$ cat src/rtl/nibble_link_pkg.sv
// Shared types and helpers for the nibble link scheduler.
package nibble_link_pkg;

  typedef enum logic [1:0] {
    IDLE = 2'd0,
    SEND = 2'd1,
    PAR  = 2'd2
  } state_t;

  localparam int DEF_NIB_W = 4;

  function automatic int beats(input int data_w, input int nib_w);
    return data_w / nib_w;
  endfunction

endpackage

$ cat src/rtl/nibble_link_ctrl_rr_arb2.sv
// Two-way round-robin grant; the pointer register lives in the parent.
module rr_arb2 (
  input  logic valid0_i,
  input  logic valid1_i,
  input  logic rr_ptr_i,
  output logic gnt0_o,
  output logic gnt1_o
);

  assign gnt0_o = valid0_i && (!valid1_i || !rr_ptr_i);
  assign gnt1_o = valid1_i && (!valid0_i || rr_ptr_i);

endmodule

$ cat src/rtl/nibble_link_ctrl.sv
// Two-requester word scheduler that serialises words MS-nibble first onto a
// narrow link. Optional trailing parity beat: define NIBBLE_LINK_PARITY_EN.
//
// state | meaning
// IDLE  | no word held; grant a requester and latch its word
// SEND  | data beats of the latched word on the link
// PAR   | trailing parity beat (parity build only)
module nibble_link_ctrl
  import nibble_link_pkg::*;
#(
  parameter int DATA_W = 8,
  parameter int NIB_W  = DEF_NIB_W,
  parameter int CNT_W  = 8
) (
  input  logic              clk,
  input  logic              rst,
  input  logic              req0_valid,
  input  logic [DATA_W-1:0] req0_data,
  output logic              req0_ready,
  input  logic              req1_valid,
  input  logic [DATA_W-1:0] req1_data,
  output logic              req1_ready,
  output logic              link_valid,
  input  logic              link_ready,
  output logic [NIB_W-1:0]  link_nib,
  output logic              link_last,
  output logic              link_src,
  output logic              link_par,
  output logic [CNT_W-1:0]  xfer_cnt
);

  localparam int BEATS  = beats(DATA_W, NIB_W);
  localparam int BEAT_W = $clog2(BEATS);
  localparam logic [BEAT_W-1:0] LAST_BEAT = BEAT_W'(BEATS - 1);

  localparam logic [1:0] S_IDLE = IDLE;
  localparam logic [1:0] S_SEND = SEND;
  localparam logic [1:0] S_PAR  = PAR;

`ifdef NIBBLE_LINK_PARITY_EN
  localparam logic PAR_EN = 1'b1;
`else
  localparam logic PAR_EN = 1'b0;
`endif

  logic [1:0]        state_q, state_d;
  logic [DATA_W-1:0] shadow_q, shadow_d;
  logic [BEAT_W-1:0] beat_q, beat_d;
  logic              rr_ptr_q, rr_ptr_d;
  logic              src_q, src_d;
  logic [CNT_W-1:0]  cnt_q, cnt_d;

  logic gnt0, gnt1, done;
  logic [NIB_W-1:0] nib_sel;

  rr_arb2 u_arb (
    .valid0_i (req0_valid),
    .valid1_i (req1_valid),
    .rr_ptr_i (rr_ptr_q),
    .gnt0_o   (gnt0),
    .gnt1_o   (gnt1)
  );

  // Ready is gated by rst so every output reads 0 while reset is held.
  assign req0_ready = (state_q == S_IDLE) && !rst && gnt0;
  assign req1_ready = (state_q == S_IDLE) && !rst && gnt1;

  always_comb begin
    state_d  = state_q;
    shadow_d = shadow_q;
    beat_d   = beat_q;
    rr_ptr_d = rr_ptr_q;
    src_d    = src_q;
    cnt_d    = cnt_q;
    done     = 1'b0;
    case (state_q)
      S_IDLE: begin
        if (gnt0 || gnt1) begin
          shadow_d = gnt1 ? req1_data : req0_data;
          src_d    = gnt1;
          beat_d   = LAST_BEAT;
          state_d  = S_SEND;
        end
      end
      S_SEND: begin
        if (link_ready) begin
          if (beat_q != '0) beat_d = beat_q - 1'b1;
          else if (PAR_EN)  state_d = S_PAR;
          else              done = 1'b1;
        end
      end
      S_PAR: begin
        if (link_ready) done = 1'b1;
      end
      default: state_d = S_IDLE;
    endcase
    if (done) begin
      state_d  = S_IDLE;
      rr_ptr_d = ~src_q;
      cnt_d    = cnt_q + 1'b1;
    end
  end

  always_ff @(posedge clk or posedge rst) begin
    if (rst) begin
      state_q  <= S_IDLE;
      shadow_q <= '0;
      beat_q   <= '0;
      rr_ptr_q <= 1'b0;
      src_q    <= 1'b0;
      cnt_q    <= '0;
    end else begin
      state_q  <= state_d;
      shadow_q <= shadow_d;
      beat_q   <= beat_d;
      rr_ptr_q <= rr_ptr_d;
      src_q    <= src_d;
      cnt_q    <= cnt_d;
    end
  end

  always_comb begin
    nib_sel = '0;
    for (int i = 0; i < BEATS; i++) begin
      if (beat_q == BEAT_W'(i)) nib_sel = shadow_q[i*NIB_W +: NIB_W];
    end
  end

  assign link_valid = (state_q == S_SEND) || (state_q == S_PAR);
  assign link_nib   = (state_q == S_SEND) ? nib_sel : '0;
  assign link_last  = ((state_q == S_SEND) && (beat_q == '0) && !PAR_EN) ||
                      (state_q == S_PAR);
  assign link_par   = PAR_EN && (state_q == S_PAR) && (^shadow_q);
  assign link_src   = src_q;
  assign xfer_cnt   = cnt_q;

endmodule

$ cat config.mk
export PLATFORM = sky130hd
export DESIGN_NAME = nibble_link_ctrl
export DESIGN_NICKNAME = d
export VERILOG_FILES = /design/src/rtl/nibble_link_pkg.sv /design/src/rtl/nibble_link_ctrl_rr_arb2.sv /design/src/rtl/nibble_link_ctrl.sv
export SDC_FILE = /design/constraint.sdc
export NUM_CORES = 1
export LEC_CHECK = 0
export BUFFER_PORTS_ARGS = -buffer_cell sky130_fd_sc_hd__buf_2
export CORE_MARGIN = 1.5
export CORE_UTILIZATION = 28
export CTS_CLUSTER_SIZE = 14
export DETAILED_ROUTE_END_ITERATION = 10
export HOLD_SLACK_MARGIN = 0.12
export RECOVER_POWER = 25
export SYNTH_ARGS = -nofsm -noshare
export SYNTH_HDL_FRONTEND = slang
export SYNTH_SLANG_ARGS = --single-unit
$ cat constraint.sdc
create_clock -name clk -period 1.6 [get_ports clk]
set_clock_uncertainty 0.05 [all_clocks]
set_input_delay 0.16 -clock clk [delete_from_list [all_inputs] [get_ports clk]]
set_output_delay 0.16 -clock clk [all_outputs]
set_load 0.02 [all_outputs]
* Word level (Yosys, flattened, before mapping)
Index checks and enable logic that the tools add are counted.
Cells by class: bitwise logic cells 2, mux-type cells 14, add/sub/neg operators 2, reductions and logical operators 21, eq/ne operators 6
Operators by type and width (count):
- 8-bit by 1-bit adder with 8-bit output (second input constant) | 1
- 4-bit 2-to-1 mux | 2
- 8-bit 2-to-1 mux | 1
- 1-bit logical AND | 6
- 1-bit 2-to-1 mux | 6
- 1-bit logical OR | 5
- 1-bit zero test | 4
- 2-bit 2-to-1 mux | 2
- 2-bit by 1-bit inequality test with 1-bit output (second input constant) | 2
- 1-bit one-hot mux with 2 select lines | 2
- 2-bit one-hot mux with 2 select lines | 1
- 2-bit AND reduction | 2
- 3-bit by 2-bit inequality test with 1-bit output (second input constant) | 1
- 3-bit AND reduction | 1
- 2-bit by 1-bit equality test with 1-bit output (second input constant) | 1
- 2-bit equality test (second input constant) | 1
- 2-bit zero test | 1
- 2-bit inequality test (second input constant) | 1
- 1-bit NOT | 2
- 2-bit nonzero test | 1
- 2-bit OR reduction | 1
- 1-bit subtractor (second input constant) | 1
Word-level totals: input port bits 21, output and inout bits 18, logic and storage cells 51, register bits after elaboration 21

* Longest topological paths before layout
Gate-level depths: netlist of run 1.
word-level depth 7, gate-level depth with buffers 4, gate-level depth less buffers 4

* By module
A second synthesis of run 1 with hierarchy kept.
Unflattened totals: cells, all modules 97, area total of the unflattened synthesis 1024.7 um^2
By module, submodules not included:
- nibble_link_ctrl | times used 1, cells each 94, seq. area each 500.5 um^2, area an instance 1006.0 um^2
- rr_arb2 | times used 1, cells each 3, seq. area each 0.0 um^2, area an instance 18.8 um^2

* Least setup slack after synthesis of run 1
Ideal clock, no wire load.
kind register -> output, start point reg rr_ptr_q, end point out req1_ready, path buffers 1, slack 0.140 ns, required time 1.390 ns, cell stages (with the launch flop) 5, arrival time 1.250 ns, cells stage by stage dfrtp_1 -> nand2b_1 -> clkbuf_1 -> nand2_1 -> nor3_1
Between the ends: word-level cells in the longest chain between the ends 3
Ends and longest elaborated chain:
- from (decl) | RTL line nibble_link_ctrl.sv:49 | logic rr_ptr_q, rr_ptr_d;
- from (signal assigned) | RTL line nibble_link_ctrl.sv:116 | rr_ptr_q <= rr_ptr_d;
- 1-bit logical OR | RTL line nibble_link_ctrl_rr_arb2.sv:11 | assign gnt1_o = valid1_i && (!valid0_i || rr_ptr_i);
- 1-bit logical AND | RTL line nibble_link_ctrl_rr_arb2.sv:11
- 1-bit logical AND | RTL line nibble_link_ctrl.sv:66 | assign req1_ready = (state_q == S_IDLE) && !rst && gnt1;
- to (decl) | RTL line nibble_link_ctrl.sv:22 | output logic req1_ready,
Every way passes these cells.

* Worst setup path after layout of run 1
start point in rst, end point out req0_ready
Between the ends: word-level cells in the longest chain between the ends 3
Ends and longest elaborated chain:
- from (decl) | RTL line nibble_link_ctrl.sv:16 | input logic rst,
- 1-bit zero test (no line)
- 1-bit logical AND (2 in a row) | RTL line nibble_link_ctrl.sv:65 | assign req0_ready = (state_q == S_IDLE) && !rst && gnt0;
- to (decl) | RTL line nibble_link_ctrl.sv:19 | output logic req0_ready,
Every way passes these cells.

==> impl_metrics.csv, run 1 <==
group,metric,value,unit
status,status,"finished clean",
synthesis,syn-num-nets,121,
synthesis,synth-seq-cells,20,
power_and_ir_drop,power,2.512,mW
die,row_count,21,
timing,hold_viol,0,
setup_path,crit_arrival,1.32,ns
synthesis,synth-async-reset-ratio,100.0,%
global_route,grt_pass1_wl,4.347,mm
die,fp.dieW,63.98,um
setup_path,path_class,"primary input to output pin",
setup_path,reg2reg_to,"shadow_q[1]$_DFFE_PP0P_",
power_and_ir_drop,peakVddDrop,0.7810,mV
synthesis,yosysWarnings,0,
finish,seqCellArea,501.7,um2
synthesis,synth_cells,99,
power_and_ir_drop,power_density,1716,nW/um2
setup_path,required,1.39,ns
synthesis,ys_seq_area_share,48.08,%
timing,max_slew_margin,54.33,%
setup_path,start_kind,"primary input",
route,via_per_inst,4.822,
clocking,insertion_delay,0.25,ns
finish,fillers,356,
placed_design,dpl_cell_area,1276,um2
clocking,cts_buffers,3,
timing,max_freq,653.2,MHz
global_route,grt_pass1_vias,990,
finish,multiInputGateArea,495.5,um2
clocking,tritoncts,"done",
die,ioPinCount,39,
finish,antennaDiodeCount,0,
route,wl,2.561,mm
clocking,htree_levels,1,
timing,min_period_over_period,95.69,%
timing,rsz0062_at_grt,"false",
synthesis,synth_common_cells,"dfrtp_1 (20), o21ai_0 (10), a2bb2oi_1 (9), a31oi_1 (8), nand2_1 (6)",
route,drt_iter0_drc,48,
global_route,grt_overflow,0,
timing,setup_viol,0,
setup_path,crit_path_end,"req0_ready",
die,start_util,30.24,%
die,die_h,63.98,um
placed_design,pre_cts_ws,0.1531,ns
synthesis,synth_edf_count,0,
finish,drive_gt1_share,34.44,%
route,vias,950,
finish,area_delta_synth_final,40.62,%
route,drt_first_pass_iters,4,
route,drc_errors,0,
job,maxCapViolations,0,
route,detail-route-antenna-nets,0,
timing,finalSetupTns,0,ns
synthesis,yosysTopAreaCellShare,48.08,%
placed_design,hpwl,1.875,mm
synthesis,synth_area,1041,um2
setup_path,endpoint_kind,"output pin",
timing,fin_crit,1.531,ns
synthesis,synthFlopType,"dfrtp_1",
setup_path,reg2reg_from,"state_q[0]$_DFFE_PP0P_",
placed_design,port_buffers,37,
setup_path,cp_max_fo,3,
clocking,clk_path_buf_depth,2,
global_route,grt_max_degree,21,
synthesis,synth_area_per_cell,10.52,um2
finish,final_cell_area,1464,um2
clocking,root_buffer,"clkbuf_8",
timing,report.final.slew_viol_count,0,
finish,nets,174,
setup_path,critPathLaunch,"rst",
setup_path,reg2regPathDepth,4,
timing,worstMarginPinSlew,0.6836,ns
hold_path,hp-class,"primary input to flip-flop",
synthesis,synthTopCellsByArea,"dfrtp_1 (48%), a2bb2oi_1 (7.6%), a31oi_1 (4.8%), o21ai_0 (4.8%), mux2i_1 (3.8%)",
die,dieArea,4093,um2
finish,stdcell_count,197,
power_and_ir_drop,power_leakage,0.6976,nW
global_route,grt_antenna_before_repair,0,
synthesis,synth_cell_types,29,
placed_design,dpl.cell_count,180,
die,core_area,3442,um2
timing,setup_ws,0.06900,ns
placed_design,gp_congestion,0.7761,
synthesis,yosysTopAreaCell,"dfrtp_1",
route,wl_per_cell,13.00,um
global_route,track_usage,13.67,%
synthesis,yosysMostFrequentCell,"dfrtp_1",
setup_path,ff2ff_setup_slack,0.19,ns
clocking,clock_sinks,20,
clocking,clkSlewWorstSetupHoldPaths,0.08,ns
==> layout make-up <==
cell class	count	area share (%)
Sequential cell	20	34.27
Tap cell	46	3.932
Inverter	4	1.026
Clock buffer	4	3.761
Timing Repair Buffer	53	23.16
Multi-Input combinational cell	70	33.85
==> sequential cells by signal, summed over array words and instances (netlist names) <==
register / count
rr_ptr_q: 1
state_q: 1
beat_q: 1
link_src: 1
xfer_cnt: 8
shadow_q: 8
==> power breakdown <==
part           internal (mW)  total [mW]  switching [mW]
registers              0.723       0.956           0.233
logic                  0.562        1.18           0.616
clock network          0.219       0.379           0.161
total                   1.50        2.51            1.01
==> stage by stage <==
| step | util, % | hold slack, ns |
|---|---|---|
| after floorplan | - | 0.07383 |
| after global placement | 37.08 | 0.1714 |
| after detailed placement | 37.08 | 0.1751 |
| after CTS | 41.62 | 0.1509 |
| after global routing | 42.53 | 0.1605 |
| final | 42.53 | 0.1578 |
==> repair_timing <==
action / in CTS / in global routing
endpoints found under the hold margin: 29 / 0
endpoints found under the setup margin: 1 / 1
setup buffers: 0 / 3
hold buffers: 10 / 0
resized for setup: 1 / 0
==> worst max-delay path, stage by stage <==
cell and delay [ns]:
dlygate4sd3_1 0.53, clkbuf_1 0.12, nor2_1 0.09, nand2_1 0.07, a21oi_1 0.16, buf_2 0.19
==> worst min-delay path by stage <==
stage	start	endpoint	slack, ns	cells past startpoint
after global placement	rst	link_src$_DFFE_PP0P_	0.17	3
after global routing	req0_valid	state_q[0]$_DFFE_PP0P_	0.16	2
final	req1_data[7]	shadow_q[7]$_DFFE_PP0P_	0.16	3
after floorplan	rst	beat_q$_DFFE_PP0P_	0.07	1
after detailed placement	rst	link_src$_DFFE_PP0P_	0.18	3
after CTS	req0_valid	state_q[0]$_DFFE_PP0P_	0.15	2
==> logic make-up after synthesis <==
kind of cell,count (synthesis),synth area share [%]
xor+xnor,7,5.890
buf+inv,9,4.327
compound gates,30,19.35
other cells,1,0.3602
mux,5,4.928
simple gates,26,15.87
fa+ha+maj,1,1.202
flops,20,48.08
==> routing by layer <==
metal | up-vias | track usage [%] | wire length (um)
met5 | - | 0 | 0
met4 | 0 | 1.630 | 7
met3 | 2 | 4.577 | 155
met2 | 32 | 25.52 | 1291
met1 | 455 | 15.30 | 1107
li1 | 461 | - | -
==> layout by cell type, fill, tap and decap left out, types with 3 or more instances in the layout <==
master,netlist,layout
dfrtp_1,20,19
xnor2_1,3,3
nand2_1,6,6
a31oi_1,8,8
xor2_1,4,4
nor2_1,4,4
o21ai_0,10,10
buf_2,0,36
nor3_1,3,3
clkbuf_8,0,4
dlygate4sd3_1,0,10
buf_4,1,4
a2bb2oi_1,9,9
nor2b_1,5,5
mux2i_1,4,4
inv_1,4,4
(Power assumes the default switching activity.)
==> run 2: changes to the inputs <==
CAP_MARGIN = 20   (was not set)
MAX_ROUTING_LAYER = met4   (was not set)
==> impl_metrics.csv, run 2 (synthesis results as in run 1) <==
group,metric,value,unit
timing,hold_viol,0,
timing,rsz0062_at_grt,"false",
timing,worstMarginPinSlew,0.6854,ns
route,via_per_inst,4.832,
finish,final_cell_mix,"buf_2 (36), dfrtp_1 (19), o21ai_0 (10), dlygate4sd3_1 (10), a2bb2oi_1 (9)",
global_route,track_usage,14.04,%
hold_path,min_path_cells,3,
timing,min_period_over_period,95.57,%
global_route,grt_max_degree,21,
route,drc_errors,0,
job,maxCapViolations,0,
placed_design,port_buffers,37,
timing,holdWs,0.1576,ns
finish,drive_gt1_share,34.44,%
clocking,root_buffer,"clkbuf_8",
timing,max_freq,653.9,MHz
global_route,grt_overflow,0,
clocking,insertion_delay,0.26,ns
setup_path,endpoint_kind,"output pin",
finish,final_common_cell,"buf_2",
die,start_util,30.24,%
status,status,"finished clean",
die,ioPinCount,39,
setup_path,crit_arrival,1.32,ns
timing,finalSetupTns,0,ns
timing,max_slew_margin,54.21,%
die,dieArea,4093,um2
setup_path,ff2ff_setup_slack,0.19,ns
finish,area_delta_synth_final,40.62,%
global_route,grt_antenna_before_repair,0,
die,fp.dieW,63.98,um
die,core_area,3442,um2
finish,final_cell_area,1464,um2
global_route,grt_pass1_vias,990,
clocking,htree_levels,1,
placed_design,gp_congestion,0.7867,
die,row_count,21,
timing,setup_viol,0,
power_and_ir_drop,peakVddDrop,0.7839,mV
setup_path,path_class,"primary input to output pin",
clocking,cts_buffers,3,
clocking,tritoncts,"done",
route,detail-route-antenna-nets,0,
placed_design,dpl_cell_area,1276,um2
clocking,clock_sinks,20,
route,wl,2.560,mm
hold_path,worstHoldStart,"req1_data[7]",
clocking,clk_path_buf_depth,2,
hold_path,min_to,"shadow_q[7]$_DFFE_PP0P_",
route,wl_per_cell,12.99,um
power_and_ir_drop,power_leakage,0.6976,nW
setup_path,start_kind,"primary input",
placed_design,hpwl,1.875,mm
die,die_h,63.98,um
timing,fin_crit,1.529,ns
hold_path,hp-class,"primary input to flip-flop",
setup_path,reg2reg_from,"state_q[0]$_DFFE_PP0P_",
setup_path,cp_max_fo,3,
route,drt_first_pass_iters,4,
timing,report.final.slew_viol_count,0,
finish,nets,174,
setup_path,required,1.39,ns
route,drt_iter0_drc,47,
global_route,grt_pass1_wl,4.347,mm
clocking,clkSlewWorstSetupHoldPaths,0.08,ns
power_and_ir_drop,power_density,1718,nW/um2
setup_path,reg2reg_to,"shadow_q[1]$_DFFE_PP0P_",
finish,antennaDiodeCount,0,
finish,fillers,356,
setup_path,reg2regPathDepth,4,
route,vias,952,
-- run 2: cell counts in the layout (fill, tap and decap cells not counted) --
Identical to the previous run, type by type.
-- run 2: routing by layer --
| metal | up-vias | wire length, um | track usage (%) | part of all wire, % |
|---|---|---|---|---|
| li1 | 461 | - | - | - |
| met1 | 457 | 1128 | 15.85 | 44 |
| met2 | 32 | 1298 | 25.52 | 51 |
| met3 | 2 | 126 | 3.697 | 4.9 |
| met4 | 0 | 7 | 1.630 | 0.27 |
| met5 | - | 0 | - | 0 |
-- run 2: worst max-delay path, stage by stage --
cell and delay, ns:
dlygate4sd3_1 0.53, clkbuf_1 0.12, nor2_1 0.09, nand2_1 0.07, a21oi_1 0.16, buf_2 0.19
-- run 2: worst max path at each step --
stage | start | to | slack, ns | cells after the start
after floorplan | rr_ptr_q$_DFFE_PP0P_ | req1_ready | 0.14 | 4
after global placement | state_q[0]$_DFFE_PP0P_ | xfer_cnt[7]$_DFFE_PP0P_ | 0.24 | 3
after detailed placement | state_q[0]$_DFFE_PP0P_ | xfer_cnt[7]$_DFFE_PP0P_ | 0.15 | 3
after CTS | state_q[0]$_DFFE_PP0P_ | req0_ready | 0.05 | 4
after global routing | rst | req0_ready | 0.01 | 6
final | rst | req0_ready | 0.07 | 6
-- run 2: where the power goes --
part           total [mW]  internal [mW]  switching, mW
Combinational        1.18          0.562          0.616
Clock               0.380          0.219          0.161
Sequential          0.957          0.723          0.234
Total                2.51           1.50           1.01
-- run 2: cell type report --
| cell class | count | area [um2] | area share (%) |
|---|---|---|---|
| flip-flops and latches | 20 | 501.7 | 34.27 |
| clock buffers | 4 | 55.05 | 3.761 |
| multi-input cells | 70 | 495.5 | 33.85 |
| inverters | 4 | 15.01 | 1.026 |
| well taps | 46 | 57.56 | 3.932 |
| repair buffers | 53 | 339.1 | 23.16 |
-- run 2: repair_timing --
| action | in CTS | in global routing |
|---|---|---|
| hold endpoints to repair | 29 | 0 |
| hold buffers | 10 | 0 |
| setup buffers | 0 | 3 |
| gates resized for setup | 1 | 0 |
| setup endpoints to repair | 1 | 1 |
| pin swaps | 0 | 0 |
-- run 2: per-stage QoR --
stage	cells	utilization [%]	total power, mW	setup slack, ns
final	197	42.53	2.515	0.07083
after global routing	197	42.53	2.696	0.01077
after CTS	194	41.62	2.478	0.05328
after detailed placement	180	37.08	2.064	0.1531
after global placement	180	37.08	2.035	0.2361
after floorplan	99	-	1.734	0.1404
==> run 3: changes to the inputs <==
ABC_AREA = 1   (was not set)
==> impl_metrics.csv, run 3 <==
group,metric,value,unit
synthesis,synthTopCellsByArea,"dfrtp_1 (45%), nand2_1 (15%), nand3_1 (5.9%), inv_1 (4.4%), nor2_1 (3.4%)",
placed_design,pre_cts_ws,0.2385,ns
synthesis,synth_common_cells,"nand2_1 (45), dfrtp_1 (20), inv_1 (13), nand3_1 (13), nor2_1 (10)",
synthesis,synth-async-reset-ratio,100.0,%
setup_path,endpoint_kind,"output pin",
power_and_ir_drop,power_leakage,0.7930,nW
power_and_ir_drop,power_density,1624,nW/um2
synthesis,synth_cells,143,
synthesis,yosysMostFrequentCell,"nand2_1",
synthesis,synth_area_per_cell,7.743,um2
timing,rsz0062_at_grt,"false",
clocking,clk_path_buf_depth,2,
route,vias,1006,
die,dieArea,4341,um2
setup_path,crit_arrival,1.30,ns
timing,min_period_over_period,94.20,%
timing,hold_viol,0,
global_route,track_usage,14.09,%
synthesis,yosysWarnings,0,
finish,final_cell_mix,"nand2_1 (45), buf_2 (37), dfrtp_1 (19)",
synthesis,synth_cell_types,24,
job,maxCapViolations,0,
synthesis,synthFlopType,"dfrtp_1",
die,start_util,29.80,%
route,drt_iter0_drc,17,
hold_path,hp-class,"primary input to flip-flop",
timing,report.final.slew_viol_count,0,
route,wl_per_cell,11.09,um
die,die_h,65.89,um
global_route,grt_pass1_vias,1018,
synthesis,yosysTopAreaCell,"dfrtp_1",
die,row_count,22,
synthesis,syn-num-nets,165,
placed_design,gp_congestion,0.7605,
timing,setup_ws,0.09281,ns
synthesis,synth_area,1107,um2
clocking,clkSlewWorstSetupHoldPaths,0.07,ns
status,status,"finished clean",
timing,fin_crit,1.507,ns
timing,finalSetupTns,0,ns
timing,worstMarginPinSlew,0.5082,ns
route,drt_first_pass_iters,4,
route,wl,2.607,mm
route,detail-route-antenna-nets,0,
synthesis,synth-seq-cells,20,
finish,antennaDiodeCount,0,
clocking,tritoncts,"done",
global_route,grt_max_degree,21,
die,core_area,3716,um2
setup_path,cp_max_fo,2,
clocking,root_buffer,"clkbuf_8",
synthesis,synth_edf_count,0,
die,fp.dieW,65.89,um
finish,drive_gt1_share,28.34,%
finish,nets,211,
global_route,grt_pass1_wl,4.540,mm
route,via_per_inst,4.281,
setup_path,required,1.39,ns
synthesis,ys_seq_area_share,45.20,%
timing,max_freq,663.5,MHz
power_and_ir_drop,peakVddDrop,0.4862,mV
clocking,cts_buffers,3,
clocking,insertion_delay,0.25,ns
finish,final_common_cell,"nand2_1",
global_route,grt_antenna_before_repair,0,
placed_design,port_buffers,37,
power_and_ir_drop,power,2.338,mW
timing,setup_viol,0,
synthesis,yosysTopAreaCellShare,45.20,%
clocking,clock_sinks,20,
clocking,htree_levels,1,
setup_path,path_class,"primary input to output pin",
die,ioPinCount,39,
setup_path,start_kind,"primary input",
route,drc_errors,0,
timing,max_slew_margin,66.12,%
global_route,grt_overflow,0,
finish,area_delta_synth_final,30.06,%
finish,post-route-util,38.75,%
placed_design,hpwl,1.950,mm
-- run 3: changes by cell type in the layout (fill, tap and decap cells not counted), moves of 5 or more --
| cell | before | now |
|---|---|---|
| nand3_1 | 1 | 13 |
| a21oi_1 | 1 | 6 |
| nor2b_1 | 5 | 0 |
| inv_1 | 4 | 13 |
| a2bb2oi_1 | 9 | 0 |
| nand2_1 | 6 | 45 |
| o21ai_1 | 0 | 6 |
| a31oi_1 | 8 | 0 |
| nor2_1 | 4 | 10 |
-- run 3: logic make-up after synthesis --
family | Yosys count | synth area share (%)
and+or+nand+nor | 76 | 31.98
buffers and inverters | 21 | 8.587
AOI/OAI and AO/OA | 20 | 9.605
DFF | 20 | 45.20
xor gates and xnor gates | 4 | 3.164
adders and majority gates | 1 | 1.130
other | 1 | 0.3387
-- run 3: final cells by class --
cell class	count	area (um2)
inverter	16	60.06
tap	48	60.06
sequential	20	501.7
multi-input combinational	102	511.7
timing repair buffer	46	265.3
fill	391	2276
clock buffer	3	41.29
-- run 3: path summary, 6_finish.rpt --
kind                                    startpoint                 endpoint  slack (ns)  cells after the start
max in group asynchronous                      rst   state_q[0]$_DFFE_PP0P_        0.58                      4
min reg2reg                shadow_q[0]$_DFFE_PP0P_  shadow_q[0]$_DFFE_PP0P_        0.44                      2
min in group asynchronous                      rst     rr_ptr_q$_DFFE_PP0P_        0.55                      4
min                                   req0_data[6]  shadow_q[6]$_DFFE_PP0P_        0.15                      5
max reg2reg                 state_q[0]$_DFFE_PP0P_  shadow_q[2]$_DFFE_PP0P_        0.33                      5
max                                            rst               req0_ready        0.09                      6
-- run 3: report_power, final --
part | leakage [nW] | internal, mW | switching, mW | total, mW
Clock | 0.0216 | 0.167 | 0.156 | 0.323
Sequential | 0.245 | 0.714 | 0.215 | 0.929
Combinational | 0.527 | 0.389 | 0.698 | 1.09
-- run 3: what timing repair did --
item	in CTS	in global routing
hold buffers	6	0
buffers inserted	0	0
endpoints found under the setup margin	0	3
gates resized for setup	0	1
endpoints found under the hold margin	25	0
-- run 3: layer usage --
| layer | GRT usage [%] | vias up | part of all wire (%) |
|---|---|---|---|
| li1 | - | 538 | - |
| met1 | 18.28 | 448 | 50 |
| met2 | 22.10 | 18 | 45 |
| met3 | 1.704 | 2 | 3.0 |
| met4 | 6.250 | 0 | 1.3 |
| met5 | - | - | 0 |
-- run 3: worst max-delay path, stage by stage --
cell and delay [ns]:
dlygate4sd3_1 0.52, buf_2 0.13, inv_1 0.07, nand3_1 0.07
a21oi_1 0.15, buf_2 0.20
-- run 3: through the flow --
stage          area [um2]  instances  hold WS (ns)
2_1_floorplan        1107        143       0.08250
3_3_place_gp         1340        226        0.2022
3_5_place_dp         1340        226        0.2045
4_1_cts              1441        235        0.1403
5_1_grt              1440        235        0.1787
6_report             1440        235        0.1454
